**config.mk**
```make
export PLATFORM = sky130hd
export DESIGN_NAME = instruction_fetch_unit
export DESIGN_NICKNAME = d
export VERILOG_FILES = /design/src/rtl/instruction_fetch_unit.sv
export SDC_FILE = /design/constraint.sdc
export NUM_CORES = 1
export LEC_CHECK = 0
export BUFFER_PORTS_ARGS = -buffer_cell sky130_fd_sc_hd__buf_2
export CORE_MARGIN = 2
export CORE_UTILIZATION = 45
export DETAILED_ROUTE_END_ITERATION = 10
export GPL_ROUTABILITY_DRIVEN = 0
export PLACE_DENSITY = 0.73
export SYNTH_ARGS = -nofsm -noshare
export SYNTH_HDL_FRONTEND = slang
export SYNTH_SLANG_ARGS = --single-unit
```
**constraint.sdc**
```tcl
create_clock -name clk -period 2.5 [get_ports clk]
set_input_delay 0.375 -clock clk [delete_from_list [all_inputs] [get_ports clk]]
set_output_delay 0.375 -clock clk [all_outputs]
set_load 0.05 [all_outputs]
```
**src/rtl/instruction_fetch_unit.sv**
```systemverilog
// Fetch stage: owns the PC, reads the synchronous instruction memory
// and presents each instruction to the control unit with a valid flag.
module instruction_fetch_unit #(
  parameter int          ADDR_W  = 8,
  parameter int          INSTR_W = 16,
  parameter logic [3:0]  HALT_OP = 4'hF
) (
  input  logic               clk,
  input  logic               reset,
  input  logic               start,
  input  logic               fetch_req,
  input  logic               jump_en,
  input  logic [ADDR_W-1:0]  jump_addr,
  output logic [ADDR_W-1:0]  mem_addr,
  output logic               mem_rd_en,
  input  logic [INSTR_W-1:0] mem_rdata,
  output logic [INSTR_W-1:0] instruction_register,
  output logic               ir_valid,
  output logic [ADDR_W-1:0]  pc,
  output logic               halted
);

  typedef enum logic [2:0] {
    IDLE,
    FETCH1,
    FETCH2,
    READY,
    HALT
  } state_t;

  state_t               state_q;
  logic [ADDR_W-1:0]    pc_q;
  logic [ADDR_W-1:0]    mem_addr_q;
  logic                 mem_rd_en_q;
  logic [INSTR_W-1:0]   ir_q;
  logic                 ir_valid_q;
  logic                 halted_q;
  logic [ADDR_W-1:0]    tgt_d;
  logic                 is_halt_d;

  // A jump sampled together with a fetch start redirects that fetch.
  assign tgt_d     = jump_en ? jump_addr : pc_q;
  assign is_halt_d = (mem_rdata[3:0] == HALT_OP);

  always_ff @(posedge clk or posedge reset) begin
    if (reset) begin
      state_q     <= IDLE;
      pc_q        <= '0;
      mem_addr_q  <= '0;
      mem_rd_en_q <= 1'b0;
      ir_q        <= '0;
      ir_valid_q  <= 1'b0;
      halted_q    <= 1'b0;
    end else begin
      mem_rd_en_q <= 1'b0;
      unique case (state_q)
        IDLE: begin
          if (jump_en) pc_q <= jump_addr;
          if (start) begin
            state_q     <= FETCH1;
            mem_addr_q  <= tgt_d;
            mem_rd_en_q <= 1'b1;
            ir_valid_q  <= 1'b0;
          end
        end
        FETCH1: begin
          state_q <= FETCH2;
        end
        FETCH2: begin
          ir_q       <= mem_rdata;
          ir_valid_q <= 1'b1;
          pc_q       <= pc_q + 1'b1;
          if (is_halt_d) begin
            state_q  <= HALT;
            halted_q <= 1'b1;
          end else begin
            state_q  <= READY;
          end
        end
        READY: begin
          if (jump_en) pc_q <= jump_addr;
          if (start && fetch_req) begin
            state_q     <= FETCH1;
            mem_addr_q  <= tgt_d;
            mem_rd_en_q <= 1'b1;
            ir_valid_q  <= 1'b0;
          end
        end
        HALT: begin
          state_q <= HALT;
        end
        default: begin
          state_q <= IDLE;
        end
      endcase
    end
  end

  assign mem_addr             = mem_addr_q;
  assign mem_rd_en            = mem_rd_en_q;
  assign instruction_register = ir_q;
  assign ir_valid             = ir_valid_q;
  assign pc                   = pc_q;
  assign halted               = halted_q;

endmodule
```
; Yosys cells after proc, flatten, opt, wreduce, memory -nomap -nowiden
; Cells that the tools add are included.
[totals]
regBits = 38
latchBits = 0
ramBits = 0
romBits = 0
input_bits = 29
output_inout_bits = 35
elab_cells = 40
memories = 0
[op_classes]
n_addsub = 1
n_mul = 0
div_mod_pow = 0
magnitude_cmp = 0
eq_ne = 7
shifts = 0
mux = 15
n_bitwise = 0
reduce_logical = 10
[ops]
columns = cell, n
row1 = 8-bit one-hot mux with 2 select lines, 2
row2 = 8-bit 2-to-1 mux, 3
row3 = 3-bit one-hot mux with 5 select lines, 1
row4 = 3-bit 2-to-1 mux, 3
row5 = "8-bit by 1-bit adder with 8-bit output, second input constant", 1
row6 = "3-bit by 2-bit == test with 1-bit output, second input constant", 2
row7 = 3-bit AND reduction, 2
row8 = "4-bit == test, second input constant", 1
row9 = 1-bit 2-to-1 mux, 4
row10 = "2-bit != test, second input constant", 2
row11 = 2-bit AND reduction, 2
row12 = 2-bit nonzero test, 2
row13 = "3-bit by 1-bit == test with 1-bit output, second input constant", 1
row14 = "3-bit == test, second input constant", 1
row15 = 3-bit zero test, 1
row16 = 1-bit one-hot mux with 3 select lines, 1
row17 = 3-bit nonzero test, 1
row18 = 1-bit one-hot mux with 2 select lines, 1
row19 = 2-bit OR reduction, 1
row20 = 1-bit logical AND, 1

; Longest topological paths before layout
; Gate-level depths: netlist (run 1).
[logic_depth]
word_depth = 3
ltp_mapped = 6
mapped_depth_nobuf = 5

; Least setup slack after synthesis (run 1)
; OpenSTA, ideal clock, no wires.
[synth_path]
kind = reg2reg
from = register pc_q[0], in the netlist pc[0]
to = register pc_q[4], in the netlist pc[4]
setup_time_ns = 0.078
t_arrival_ns = 1.505
required_ns = 2.422
slack_ns = 0.917
stages_incl_launch_ff = 6
n_path_buf = 0
period_less_slack_ns = 1.583
path_cell_list = dfrtp_1 > ha_1 > nand3_1 > a211oi_1 > o32ai_1 > a21oi_1
[synth_between]
elab_chain_cells = 2
[synth_rtl]
columns = item, line_no
row1 = "start, declared", 32  ; logic [ADDR_W-1:0] pc_q;
row2 = "start signal, assigned", 58  ; if (jump_en) pc_q <= jump_addr;
row3 = "start signal, assigned", 72  ; pc_q <= pc_q + 1'b1;
row4 = "start signal, assigned", 81  ; if (jump_en) pc_q <= jump_addr;
row5 = 8-bit by 1-bit adder with 8-bit output, 72
row6 = 8-bit one-hot mux with 2 select lines, 56  ; unique case (state_q)
; No other way between the ends.
; A chain may end at the register's enable or synchronous reset.

; Final worst setup path (run 1)
[layout_path]
from = register state_q[1]
to = register pc_q[4], in the netlist pc[4]
[layout_between]
elab_chain_cells = 3
word_cells_on_any_way = 6
classes_between = eq/ne (2) / mux (1) / reduce/logical (3)
[layout_rtl]
columns = item, line_no
row1 = "start, declared", 31  ; state_t state_q;
row2 = "start signal, assigned", 47  ; state_q <= IDLE;
row3 = "start signal, assigned", 60  ; state_q <= FETCH1;
row4 = "start signal, assigned", 67  ; state_q <= FETCH2;
row5 = 3-bit by 2-bit == test with 1-bit output / 3-bit zero test (equally long branches), 56
row6 = 2-bit OR reduction (no source line), --
row7 = 8-bit one-hot mux with 2 select lines / 2-bit nonzero test (equally long branches), --
; Several ways; a longest one is shown, not always the timed one.

==> impl_results.md, run 1 <==
- H-tree Lvls: 2
- Design area: approximately 0.0022 mm^2
- Dpl hpwl: ~2.7 mm
- Worst flop-to-flop path startpoint: state_q[1]$_DFFE_PP0P_
- Register area share after synthesis: 0.520
- # hold bufs at CTS: 0
- Fraction of registers with async set/reset: 1.00
- Detailed-route DRC error count: 0
- Clock Latency Late Sink: about 0.28 ns
- Number of global-route vias before repair: around 1300
- I/O Buffers: 63
- CTS Buf Count: 5
- CTS tree: done
- Layout cells sized above 1: 0.396
- Maximum clock insertion buffer count: 2
- First-pass GRT wire length: approximately 6.1 mm
- Grt total ovfl: 0
- Unique masters post-synth: 38
- Worst Max-Slew Pin Slew: 0.777 ns
- WS Path Type: reg -> reg
- Critical path arrival: between 1.5 and 2 ns
- Final setup fails: 0
- Syn. warnings: 0
- Vias/cell: about 5.2
- Clk slew on worst S/H paths: around 0.070 ns
- Clock Skew: roughly 0.0039 ns
- DP Area: between 0.002 and 0.0025 mm^2
- Top_reg_cell synth: dfrtp_1
- Die width: 67.8 um
- Die ar.: around 0.0046 mm^2
- Fin cells: 277
- Fmax: a little under 0.6 GHz
- DR pass1 iterations: 4
- Initial antenna violation count: 0
- Worst-path fanout max: 20
- Count of pins over their slew limit: 0
- Worst hold-check path type: in -> async
- Vias: between 1000 and 1500
- Min Tclk post-route: around 1.7 ns
- Top cells by area, synth: dfrtp_1 (52%), mux2_2 (9.8%), a21oi_1 (3.8%)
- Setup Fix Bufs, Post-CTS: 0
- Netlist Area Pre-Place: approximately 0.0018 mm^2
- Syn_area_per_cell: roughly 11 um^2
- Starting Density: 0.464
- Core ar.: 0.00394 mm^2
- Max Cap Violations: 0
- Status: finished, final reports clean
- Worst setup EP type: flip-flop
- Largest net degree at the start of global routing: 21
- Routed Antenna Nets: 0
- P&R area growth vs syn: 22.0%
- Crit start category: flip-flop
- Post-synth top area share: 0.520
- Setup Total Neg Slack: 0 ns
- Slew HR: 0.481
- Clock root buffer: clkbuf_8
- Die height: roughly 68 um
- Crit path from: state_q[1]$_DFFE_PP0P_
- RSZ-0062 raised after global routing: no
- Drt first-iter violations: approximately 110
- Register-to-Register Setup Slack: 0.80 ns
- R2R cell count: 4
- Worst Path Required: 2.66 ns
- Rows: 23
- Ports: 64
- Syn Inst Count: between 150 and 200
- Tcrit/Tclk final: 0.681
- WL final: 3.72 mm
- Final Net Count: 258
- Synth area leader: dfrtp_1
- Synthesized Nets: slightly below 200
- Post-CTS Resized: 0
- Routed len/inst: roughly 13 um
- Ant. Diodes: 0
- Number of synthesized flops with an enable pin: 0
- Num Clock Sinks: 38
- Hold Fails Final Rpt: 0
- Total track usage: 0.178
- Yosys reg bits: 38
- Post-Place Cells: 271
[routing by layer]
metal	track usage	share of wire
met5	0	0
met3	0.0467	0.061
met1	0.232	0.45
met4	0.0791	0.018
met2	0.278	0.47
[state kept, by name, summed over array words and instances (netlist names)]
signal,cells
halted,1
mem_rd_en,1
mem_addr,8
pc,8
state_q,3
ir_valid,1
instruction_register,16
[Yosys cell counts, types with 2 or more instances]
library cell,number
o21ai_0,4
mux2_2,16
o21bai_1,2
o22ai_1,4
nand2b_1,4
a31oi_1,5
buf_4,2
dfrtp_1,38
nand3_1,3
o22a_1,2
buf_6,3
nor2_1,16
inv_1,6
a21oi_1,14
nand2_1,8
mux2i_1,6
nor3_1,6
o21a_1,3
clkbuf_1,3
buf_2,3
nor2b_1,3
nand4_1,2
[area by class of cell]
cell class / count / area [um^2]
multi-input cells: 112 / 773
inverters: 7 / 26.3
clock buffers: 6 / 82.6
fillers: 358 / 1710
well taps: 50 / 62.6
flip-flops and latches: 38 / 951
repair buffers: 64 / 335
[final timing paths]
path / end
worst max-delay path: pc[4]$_DFFE_PP0P_
worst min-delay path: instruction_register[15]$_DFFE_PP0N_
worst max register to register: pc[4]$_DFFE_PP0P_
worst min register to register: halted$_DFFE_PP0P_
max in group asynchronous: mem_addr[3]$_DFFE_PP0P_
min in group clk: instruction_register[12]$_DFFE_PP0N_
[logic make-up after synthesis]
family	synth area share
multiplexers	0.131
buffers and inverters	0.0574
AND/OR/NAND/NOR	0.126
XOR/XNOR	0.0150
adder cells (fa/ha/maj)	0.00684
AO/OA/AOI/OAI	0.144
flip-flops	0.520
[cells in the final DEF, fill, tap and decap left out, types with 2 or more instances in the layout]
master / n
nand2b_1: 4
a21oi_1: 14
a31oi_1: 5
o21bai_1: 2
inv_1: 6
o21ai_0: 4
nand3_1: 3
clkbuf_8: 6
o22a_1: 2
nor2b_1: 3
mux2_2: 16
dfrtp_1: 38
o22ai_1: 4
nand4_1: 2
o21a_1: 3
nand2_1: 8
nor3_1: 6
buf_2: 63
mux2i_1: 6
nor2_1: 16
[critical path: stages (launching register included)]
cell	delay, ns
dfrtp_1	0.59
inv_2	0.08
or3_4	0.51
o32ai_1	0.32
a21oi_1	0.06
[per-stage QoR]
step,setup WS (ns),hold WS [ns],utilization
floorplan,0.917,0.510,-
global placement,0.866,0.465,0.545
detailed placement,0.815,0.462,0.545
CTS,0.806,0.247,0.566
global route,0.731,0.293,0.566
finish,0.797,0.222,0.566
Power of run 1 is left out: the tool's default activity adds up to more than one toggle a clock period on the data nets, which glitch-free logic cannot reach.
==> inputs of run 2 (changes only) <==
clock period = 1.7 ns   (was 2.5 ns; I/O delays follow)
==> run 2 against run 1 <==
Wire length is 2.0% higher. Clock skew rose by 0.00087 ns. Sequential cell count is the same. Largest cell class unchanged.
==> impl_results.md, run 2 (synthesized netlist as in run 1, its figures left out) <==
- Setup Fix Bufs, Post-CTS: 0 (unchanged)
- Commonest non-fill, non-tap cell in the layout: buf_2
- Final setup fails: 0 (unchanged)
- WS Path Type: reg -> reg
- Hold Fails Final Rpt: 0 (unchanged)
- Worst setup EP type: flip-flop
- Final worst setup slack: 0.133 ns (-0.664 ns)
- Layout cells sized above 1: 0.415 (+0.0181)
- Initial antenna violation count: 0 (unchanged)
- P&R area growth vs syn: 24.8%
- Vias: 1467 (+2.6%)
- Maximum clock insertion buffer count: 2 (unchanged)
- WL final: 3.79 mm (+2.0%)
- Core ar.: 0.00394 mm^2 (unchanged)
- Worst Max-Slew Pin Slew: 0.480 ns (-0.298 ns)
- Critical path arrival: 1.73 ns (-0.13 ns)
- Num Clock Sinks: 38 (unchanged)
- H-tree Lvls: 2 (unchanged)
- Die height: 67.8 um (unchanged)
- Count of pins over their slew limit: 0 (unchanged)
- DR pass1 iterations: 4 (unchanged)
- Ant. Diodes: 0 (unchanged)
- Routed Antenna Nets: 0 (unchanged)
- Worst-path fanout max: 20 (unchanged)
- Setup Total Neg Slack: 0 ns (unchanged)
- Rows: 23 (unchanged)
- Min Tclk post-route: 1.57 ns (-0.136 ns)
- Die ar.: 0.00459 mm^2 (unchanged)
- Drt first-iter violations: 86 (-18%)
- Largest net degree at the start of global routing: 32 (+52%)
- Slew HR: 0.680 (+0.199)
- Worst hold-check path type: in -> reg
- Final Net Count: 263 (+1.9%)
- Max Cap Violations: 0 (unchanged)
- Number of global-route vias before repair: 1389 (+4.1%)
- Tcrit/Tclk final: 0.922 (+0.241)
- Total track usage: 0.189 (+0.0107)
- Pre-CTS setup slack: 0.0565 ns (-0.758 ns)
- Routed len/inst: 13.3 um (-0.47%)
- First-pass GRT wire length: 6.36 mm (+4.8%)
- CTS Buf Count: 5 (unchanged)
- Clock Latency Late Sink: 0.29 ns (about the same)
- RSZ-0062 raised after global routing: no
- Ports: 64 (unchanged)
- Die width: 67.8 um (unchanged)
- Clock root buffer: clkbuf_8
- Most frequent cells in the layout: buf_2 (63), dfrtp_1 (36), mux2_2 (16), nor2_1 (16), a21oi_1 (14)
- I/O Buffers: 63 (unchanged)
- Fmax: 0.638 GHz (+8.6%)
- Clk slew on worst S/H paths: 0.07 ns (about the same)
- Clock Skew: 0.00482 ns (+0.000866 ns)
- Vias/cell: 5.17 (about the same)
- Status: finished, final reports clean
- # fillers: 356 (-0.56%)
- CTS tree: done
- Grt total ovfl: 0 (unchanged)
- Max reg flops: 16 (unchanged)
- Worst Path Required: 1.86 ns (-0.80 ns)
- Detailed-route DRC error count: 0 (unchanged)
- Starting Density: 0.464 (unchanged)
- Crit start category: flip-flop
- Dpl hpwl: 2.81 mm (+2.3%)
==> run 2: worst max-delay path, stage by stage, from the launching register on <==
cell and delay (ns):
dfrtp_2 0.47, inv_2 0.07, or3_4 0.51, o32ai_1 0.33, a21oi_1 0.07
==> run 2: area by class of cell <==
cell class	instances	area [um^2]	area share
clock buffer	7	86.3	0.0378
clock inverter	1	5.00	0.00219
inverter	7	26.3	0.0115
multi-input combinational	112	773	0.339
sequential	38	953	0.418
tap	50	62.6	0.0274
timing repair buffer	69	375	0.164
==> run 2: path summary, 6_finish.rpt <==
check,from,end,slack [ns],depth (start not counted)
max,state_q[1]$_DFFE_PP0P_,pc[4]$_DFFE_PP0P_,0.13,4
min reg2reg,halted$_DFFE_PP0P_,halted$_DFFE_PP0P_,0.48,1
max in group asynchronous,reset,state_q[0]$_DFFE_PP0P_,0.76,4
min in group asynchronous,reset,instruction_register[15]$_DFFE_PP0N_,0.47,3
min,mem_rdata[11],instruction_register[11]$_DFFE_PP0N_,0.20,2
max reg2reg,state_q[1]$_DFFE_PP0P_,pc[4]$_DFFE_PP0P_,0.13,4
==> run 2: per-stage QoR <==
step,instances,hold WS [ns],util,instance area [um^2]
after floorplan,169,0.390,-,1830
after global placement,275,0.225,0.553,2180
after detailed placement,275,0.233,0.553,2180
after CTS,284,0.190,0.578,2280
after global routing,284,0.193,0.579,2280
final,284,0.197,0.579,2280
==> run 2: what timing repair did <==
| action | 4_1_cts | 5_1_grt |
|---|---|---|
| hold endpoints to repair | 7 | 0 |
| gates resized for setup | 0 | 2 |
| hold buffers | 1 | 0 |
| setup endpoints to repair | 0 | 5 |
==> run 2: per-layer routing <==
metal,global-route usage,part of all wire,vias up
met1,0.234,0.44,693
met4,0.0612,0.014,0
li1,-,-,726
met3,0.0600,0.059,5
met2,0.313,0.49,43
met5,0,0,-
Power of run 2 is left out for the same reason.
